## config.mk

```make
export PLATFORM = sky130hd
export DESIGN_NAME = seq_bit_serializer
export DESIGN_NICKNAME = d
export VERILOG_FILES = /design/src/rtl/seq_bit_serializer_pkg.sv /design/src/rtl/seq_bit_serializer_shift_reg.sv /design/src/rtl/seq_bit_serializer.sv
export SDC_FILE = /design/constraint.sdc
export NUM_CORES = 1
export LEC_CHECK = 0
export ABC_AREA = 1
export CAP_MARGIN = 10
export CORE_ASPECT_RATIO = 2
export CORE_MARGIN = 2
export CORE_UTILIZATION = 35
export DETAILED_ROUTE_END_ITERATION = 8
export PLACE_DENSITY = 0.61
export SYNTH_ARGS = -nofsm -noshare
export SYNTH_HDL_FRONTEND = slang
export SYNTH_SLANG_ARGS = --single-unit
```

## constraint.sdc

```tcl
create_clock -name clk -period 1.76 [get_ports clk]
set_input_delay 0.264 -clock clk [delete_from_list [all_inputs] [get_ports clk]]
set_output_delay 0.264 -clock clk [all_outputs]
set_load 0.005 [all_outputs]
```

## src/rtl/seq_bit_serializer_pkg.sv

```systemverilog
// Shared types and default widths for the sequence detector datapath and its bench.
package seq_pkg;

  typedef enum logic {
    IDLE  = 1'b0,
    SHIFT = 1'b1
  } ser_state_t;

  localparam int SEQ_WORD_W = 8;
  localparam int SEQ_CNT_W  = 16;

endpackage

```

## src/rtl/seq_bit_serializer_shift_reg.sv

```systemverilog
// Loadable shift register whose head bit sits at the top; bit order is fixed at load
// by storing the word either as-is or bit-reversed, so shifting is always leftward.
module seq_shift_reg #(
  parameter int W = 8
) (
  input  logic         clk,
  input  logic         reset,
  input  logic         load,
  input  logic         shift,
  input  logic         msb_first,
  input  logic [W-1:0] d,
  output logic         q_bit
);

  logic [W-1:0] d_rev;
  logic [W-1:0] sreg_reg;

  generate
    for (genvar gi = 0; gi < W; gi++) begin : g_rev
      assign d_rev[gi] = d[W-1-gi];
    end
  endgenerate

  always_ff @(posedge clk or negedge reset) begin
    if (!reset) begin
      sreg_reg <= '0;
    end else if (load) begin
      sreg_reg <= msb_first ? d : d_rev;
    end else if (shift) begin
      sreg_reg <= {sreg_reg[W-2:0], 1'b0};
    end
  end

  // The head flop drives the serial output directly, so a frozen register holds the line.
  assign q_bit = sreg_reg[W-1];

endmodule

```

## src/rtl/seq_bit_serializer.sv

```systemverilog
// Parallel-to-serial feeder for the sequence detector with a one-word holding register.
// Optional build macro SER_PARITY_EN appends an even-parity bit to every word.
module seq_bit_serializer
  import seq_pkg::*;
#(
  parameter int WORD_W = SEQ_WORD_W,
  parameter int CNT_W  = SEQ_CNT_W
) (
  input  logic              clk,
  input  logic              reset,
  input  logic [WORD_W-1:0] din,
  input  logic              din_valid,
  output logic              din_ready,
  input  logic              msb_first,
  input  logic              ser_en,
  output logic              input_seq,
  output logic              ser_valid,
  output logic              word_done,
  output logic              busy,
  output logic [CNT_W-1:0]  words_sent
);

  localparam int BCNT_W = $clog2(WORD_W + 1);
`ifdef SER_PARITY_EN
  localparam int FRAME_W = WORD_W + 1;
`else
  localparam int FRAME_W = WORD_W;
`endif
  localparam logic [BCNT_W-1:0] LAST_IDX = BCNT_W'(FRAME_W - 1);

  ser_state_t        state_reg, state_next;
  logic [WORD_W-1:0] hold_reg;
  logic              hold_full_reg;
  logic [BCNT_W-1:0] bcnt_reg, bcnt_next, bcnt_inc;
  logic              ser_valid_reg, ser_valid_next;
  logic              word_done_reg, word_done_next;
  logic [CNT_W-1:0]  words_sent_reg;
  logic              load, shift, word_end;
  logic [FRAME_W-1:0] frame_d;

`ifdef SER_PARITY_EN
  logic parity;
  assign parity  = ^hold_reg;
  // Parity is placed at whichever end is transmitted last for the chosen order.
  assign frame_d = msb_first ? {hold_reg, parity} : {parity, hold_reg};
`else
  assign frame_d = hold_reg;
`endif

  assign bcnt_inc = bcnt_reg + BCNT_W'(1);

  always_comb begin
    state_next     = state_reg;
    bcnt_next      = bcnt_reg;
    load           = 1'b0;
    shift          = 1'b0;
    word_end       = 1'b0;
    ser_valid_next = 1'b0;
    word_done_next = 1'b0;
    case (state_reg)
      IDLE: begin
        if (hold_full_reg && ser_en) begin
          load           = 1'b1;
          bcnt_next      = '0;
          state_next     = SHIFT;
          ser_valid_next = 1'b1;
        end
      end
      SHIFT: begin
        if (ser_en) begin
          ser_valid_next = 1'b1;
          if (bcnt_reg == LAST_IDX) begin
            word_end = 1'b1;
            if (hold_full_reg) begin
              load      = 1'b1;
              bcnt_next = '0;
            end else begin
              state_next     = IDLE;
              ser_valid_next = 1'b0;
            end
          end else begin
            shift          = 1'b1;
            bcnt_next      = bcnt_inc;
            word_done_next = (bcnt_inc == LAST_IDX);
          end
        end
      end
      default: state_next = IDLE;
    endcase
  end

  always_ff @(posedge clk or negedge reset) begin
    if (!reset) begin
      state_reg      <= IDLE;
      bcnt_reg       <= '0;
      ser_valid_reg  <= 1'b0;
      word_done_reg  <= 1'b0;
      words_sent_reg <= '0;
    end else begin
      state_reg      <= state_next;
      bcnt_reg       <= bcnt_next;
      ser_valid_reg  <= ser_valid_next;
      word_done_reg  <= word_done_next;
      if (word_end) begin
        words_sent_reg <= words_sent_reg + CNT_W'(1);
      end
    end
  end

  // A load only happens with the holding register full, which keeps din_ready low,
  // so an accept and a load can never land on the same edge.
  always_ff @(posedge clk or negedge reset) begin
    if (!reset) begin
      hold_reg      <= '0;
      hold_full_reg <= 1'b0;
    end else if (load) begin
      hold_full_reg <= 1'b0;
    end else if (din_valid && !hold_full_reg) begin
      hold_reg      <= din;
      hold_full_reg <= 1'b1;
    end
  end

  seq_shift_reg #(
    .W(FRAME_W)
  ) u_shift (
    .clk      (clk),
    .reset    (reset),
    .load     (load),
    .shift    (shift),
    .msb_first(msb_first),
    .d        (frame_d),
    .q_bit    (input_seq)
  );

  assign din_ready  = !hold_full_reg;
  assign ser_valid  = ser_valid_reg;
  assign word_done  = word_done_reg;
  assign busy       = (state_reg == SHIFT);
  assign words_sent = words_sent_reg;

endmodule
```

==> flow_metrics.env <==
export IMPL_die_x_um=57.73
export IMPL_drt_first_pass_iters=4
export IMPL_timing_slew_headroom=0.6638
export IMPL_crit_path_end_kind="output pin"
export IMPL_first_global_vias=1610
export IMPL_grtUsageMet2=0.2682
export IMPL_p_int_mw=2.216
export IMPL_min_period_over_period=0.9284
export IMPL_yosysUniqueCellTypes=27
export IMPL_worst_slack_ps=126.1
export IMPL_synthCells=240
export IMPL_vias=1643
export IMPL_cp_top_family="buffers and inverters"
export IMPL_postCtsSetupBuffers=0
export IMPL_grt_setup_unrepaired="false"
export IMPL_initial_utilization=0.3570
export IMPL_path_class="register to output pin"
export IMPL_nFillCells=595
export IMPL_io_buffers=33
export IMPL_ys_seq_area_frac=0.4954
export IMPL_nets=298
export IMPL_grt_max_degree=41
export IMPL_hold_viol=0
export IMPL_clk_latency_ps=280
export IMPL_drive_gt1_frac=0.1206
export IMPL_post_place_cells=336
export IMPL_cts_sinks=40
export IMPL_ctsRootBufferMaster="clkbuf_16"
export IMPL_dieArea_mm2=0.006434
export IMPL_crit_slowest_cell="clkdlybuf4s50_1"
export IMPL_largest_register_ffs=16
export IMPL_finClkSkew_ps=2.283
export IMPL_max_cap_violations=0
export IMPL_critPathLaunchType="register"
export IMPL_met3_usage=0.03484
export IMPL_pre_cts_ws_ps=112.0
export IMPL_whs_ps=29.74
export IMPL_maxSlewViolCount=0
export IMPL_p_clk_frac=0.289
export IMPL_clk_path_buf_depth=2
export IMPL_ant_nets=0
export IMPL_drc=0
export IMPL_vias_per_cell=4.790
export IMPL_power_mw=3.258
export IMPL_drt_wl_total_mm=4.097
export IMPL_tns_ps=0
export IMPL_cp_max_fo=6
export IMPL_p_comb_frac=0.302
export IMPL_grt_overflow=0
export IMPL_cts_resized=0
export IMPL_sw_frac_of_total=0.3198
export IMPL_fmax_mhz=612.0
export IMPL_critPathBufInv=1
export IMPL_crit_chain="clkdlybuf4s50_1"
export IMPL_placed_cell_area_mm2=0.002451
export IMPL_cp_data_arrival_time_ps=1370
export IMPL_power_density_mw_per_mm2=1251
export IMPL_hold_class="input port to asynchronous set/reset pin"
export IMPL_required_ps=1500
export IMPL_post_drt_wl_per_cell_um=11.94
export IMPL_setup_viol=0
export IMPL_io_pins=34
export IMPL_place_gp_congestion=0.7528
export IMPL_postCtsHoldBufs=0
export IMPL_dp_hpwl_mm=3.153
export IMPL_cts_buffers_inserted=5
export IMPL_leakagePower_nw=1.260
export IMPL_status="complete, no violations"
export IMPL_peakVddDrop_mv=0.8966
export IMPL_num_rows=39
export IMPL_p_sw_mw=1.042
export IMPL_syn_nets=256
export IMPL_grtUsageTotal=0.1436
export IMPL_yosysWarningCount=0
export IMPL_cpPeakStageDelay_ps=570
export IMPL_die_h_um=111.5
export IMPL_syn_area_mm2=0.002021
export IMPL_syn_area_per_cell_um2=8.420
export IMPL_diodes=0
export IMPL_cts_tree="yes"
export IMPL_grt_busiest_layer="met2"
export IMPL_period_minus_slack_ps=1634
export IMPL_layout_cells_non_filler=343
export IMPL_dr_first_iter_drc_count=28
export IMPL_grt_pass1_wl_mm=7.031
export IMPL_htree_levels=2
export IMPL_finish_instance_area_mm2=0.002604
export IMPL_core_area_mm2=0.005660
export IMPL_seqPwrFrac=0.409
export IMPL_synth_seq_cells=40
export IMPL_worst_slew_pin_transition_ps=504.3
export IMPL_met1_usage=0.1406
export IMPL_area_delta_synth_final_pct=28.85
export IMPL_clk_pin_slew_worst_paths_ps=50
export IMPL_final_util=0.4600
export IMPL_antenna_found_initial=0
[worst register-to-register path, cell delays in order (launching register included)]
cell     delay, ps
dfrtp_1        390
ha_1           240
nand2_2         80
inv_2           80
nand4_4        150
nor2_2         240
nand2_1         80
nand2_1         60
nand2_1         40
[routing by layer]
metal / wire length [um] / part of all wire
met1: 1443 / 0.35
met2: 2468 / 0.60
met3: 122 / 0.030
met4: 63 / 0.015
met5: 0 / 0
[path summary, 6_finish.rpt]
| check | from | end | slack (ps) | depth (start not counted) |
|---|---|---|---|---|
| max | busy | busy | 130 | 1 |
| max in group asynchronous | reset | words_sent[5] | 1380 | 2 |
| min reg2reg | u_shift.sreg_reg[7] | u_shift.sreg_reg[7] | 480 | 2 |
| max reg2reg | bcnt_reg[0] | words_sent[12] | 290 | 8 |
| min in group clk | u_shift.sreg_reg[7] | u_shift.sreg_reg[7] | 480 | 2 |
| min | reset | frame_d[3] | 30 | 2 |
[placed cells by master (no fill, tap or decap), types with 4 or more instances in the layout]
cell,synthesis,routed
nand2_1,73,73
dfrtp_1,40,40
clkdlybuf4s50_1,0,32
inv_1,29,29
nor2_1,21,21
nand3_1,12,12
o21ai_0,11,11
a21oi_1,7,7
xor2_1,6,6
o21ai_2,5,5
clkbuf_16,0,5
nand4_1,4,4
mux2_2,4,4
buf_4,0,4
[cell usage after synthesis]
cell type  instances  area [um^2]
nand2_1           73        274.0
dfrtp_1           40         1001
inv_1             29        108.9
nor2_1            21        78.83
nand3_1           12        60.06
o21ai_0           11        55.05
a21oi_1            7        35.03
xor2_1             6        52.55
o21ai_2            5        43.79
mux2_2             4        45.04
nand4_1            4        25.02
ha_1               3        37.54
nand2_2            3        18.77
nor3_1             3        15.01
xnor2_1            3        26.28
buf_2              2        10.01
inv_2              2        7.510
nand3b_1           2        15.01
nor2_2             2        12.51
buf_6              1        11.26
nand2_4            1        11.26
nand3_4            1        17.52
nand4_2            1        12.51
nand4_4            1        21.27
nor2_4             1        11.26
nor3b_1            1        7.510
o22ai_1            1        6.260
[power by group through the flow]
stage / clock network, mW / logic, mW / registers, mW
2_1_floorplan: 0 / 0.675 / 1.32
4_1_cts: 0.970 / 1.01 / 1.34
6_report: 0.940 / 0.984 / 1.33
3_3_place_gp: 0 / 0.991 / 1.35
3_5_place_dp: 0 / 0.997 / 1.36
5_1_grt: 0.998 / 1.14 / 1.38
[layout make-up]
class,count,area (um^2),share of cell area
flip-flops and latches,40,1001,0.3844
repair buffers,38,375.4,0.1442
clock buffers,7,152.6,0.05863
well taps,61,76.32,0.02931
multi-input cells,166,882.1,0.3388
inverters,31,116.4,0.04469
[cell families after synthesis]
logic type | after synthesis | synth area share
buf+inv | 34 | 0.06811
compound gates | 24 | 0.06935
xor+xnor | 9 | 0.03901
simple gates | 126 | 0.2873
fa+ha+maj | 3 | 0.01858
mux | 4 | 0.02229
flops | 40 | 0.4954
(Power assumes the default switching activity.)
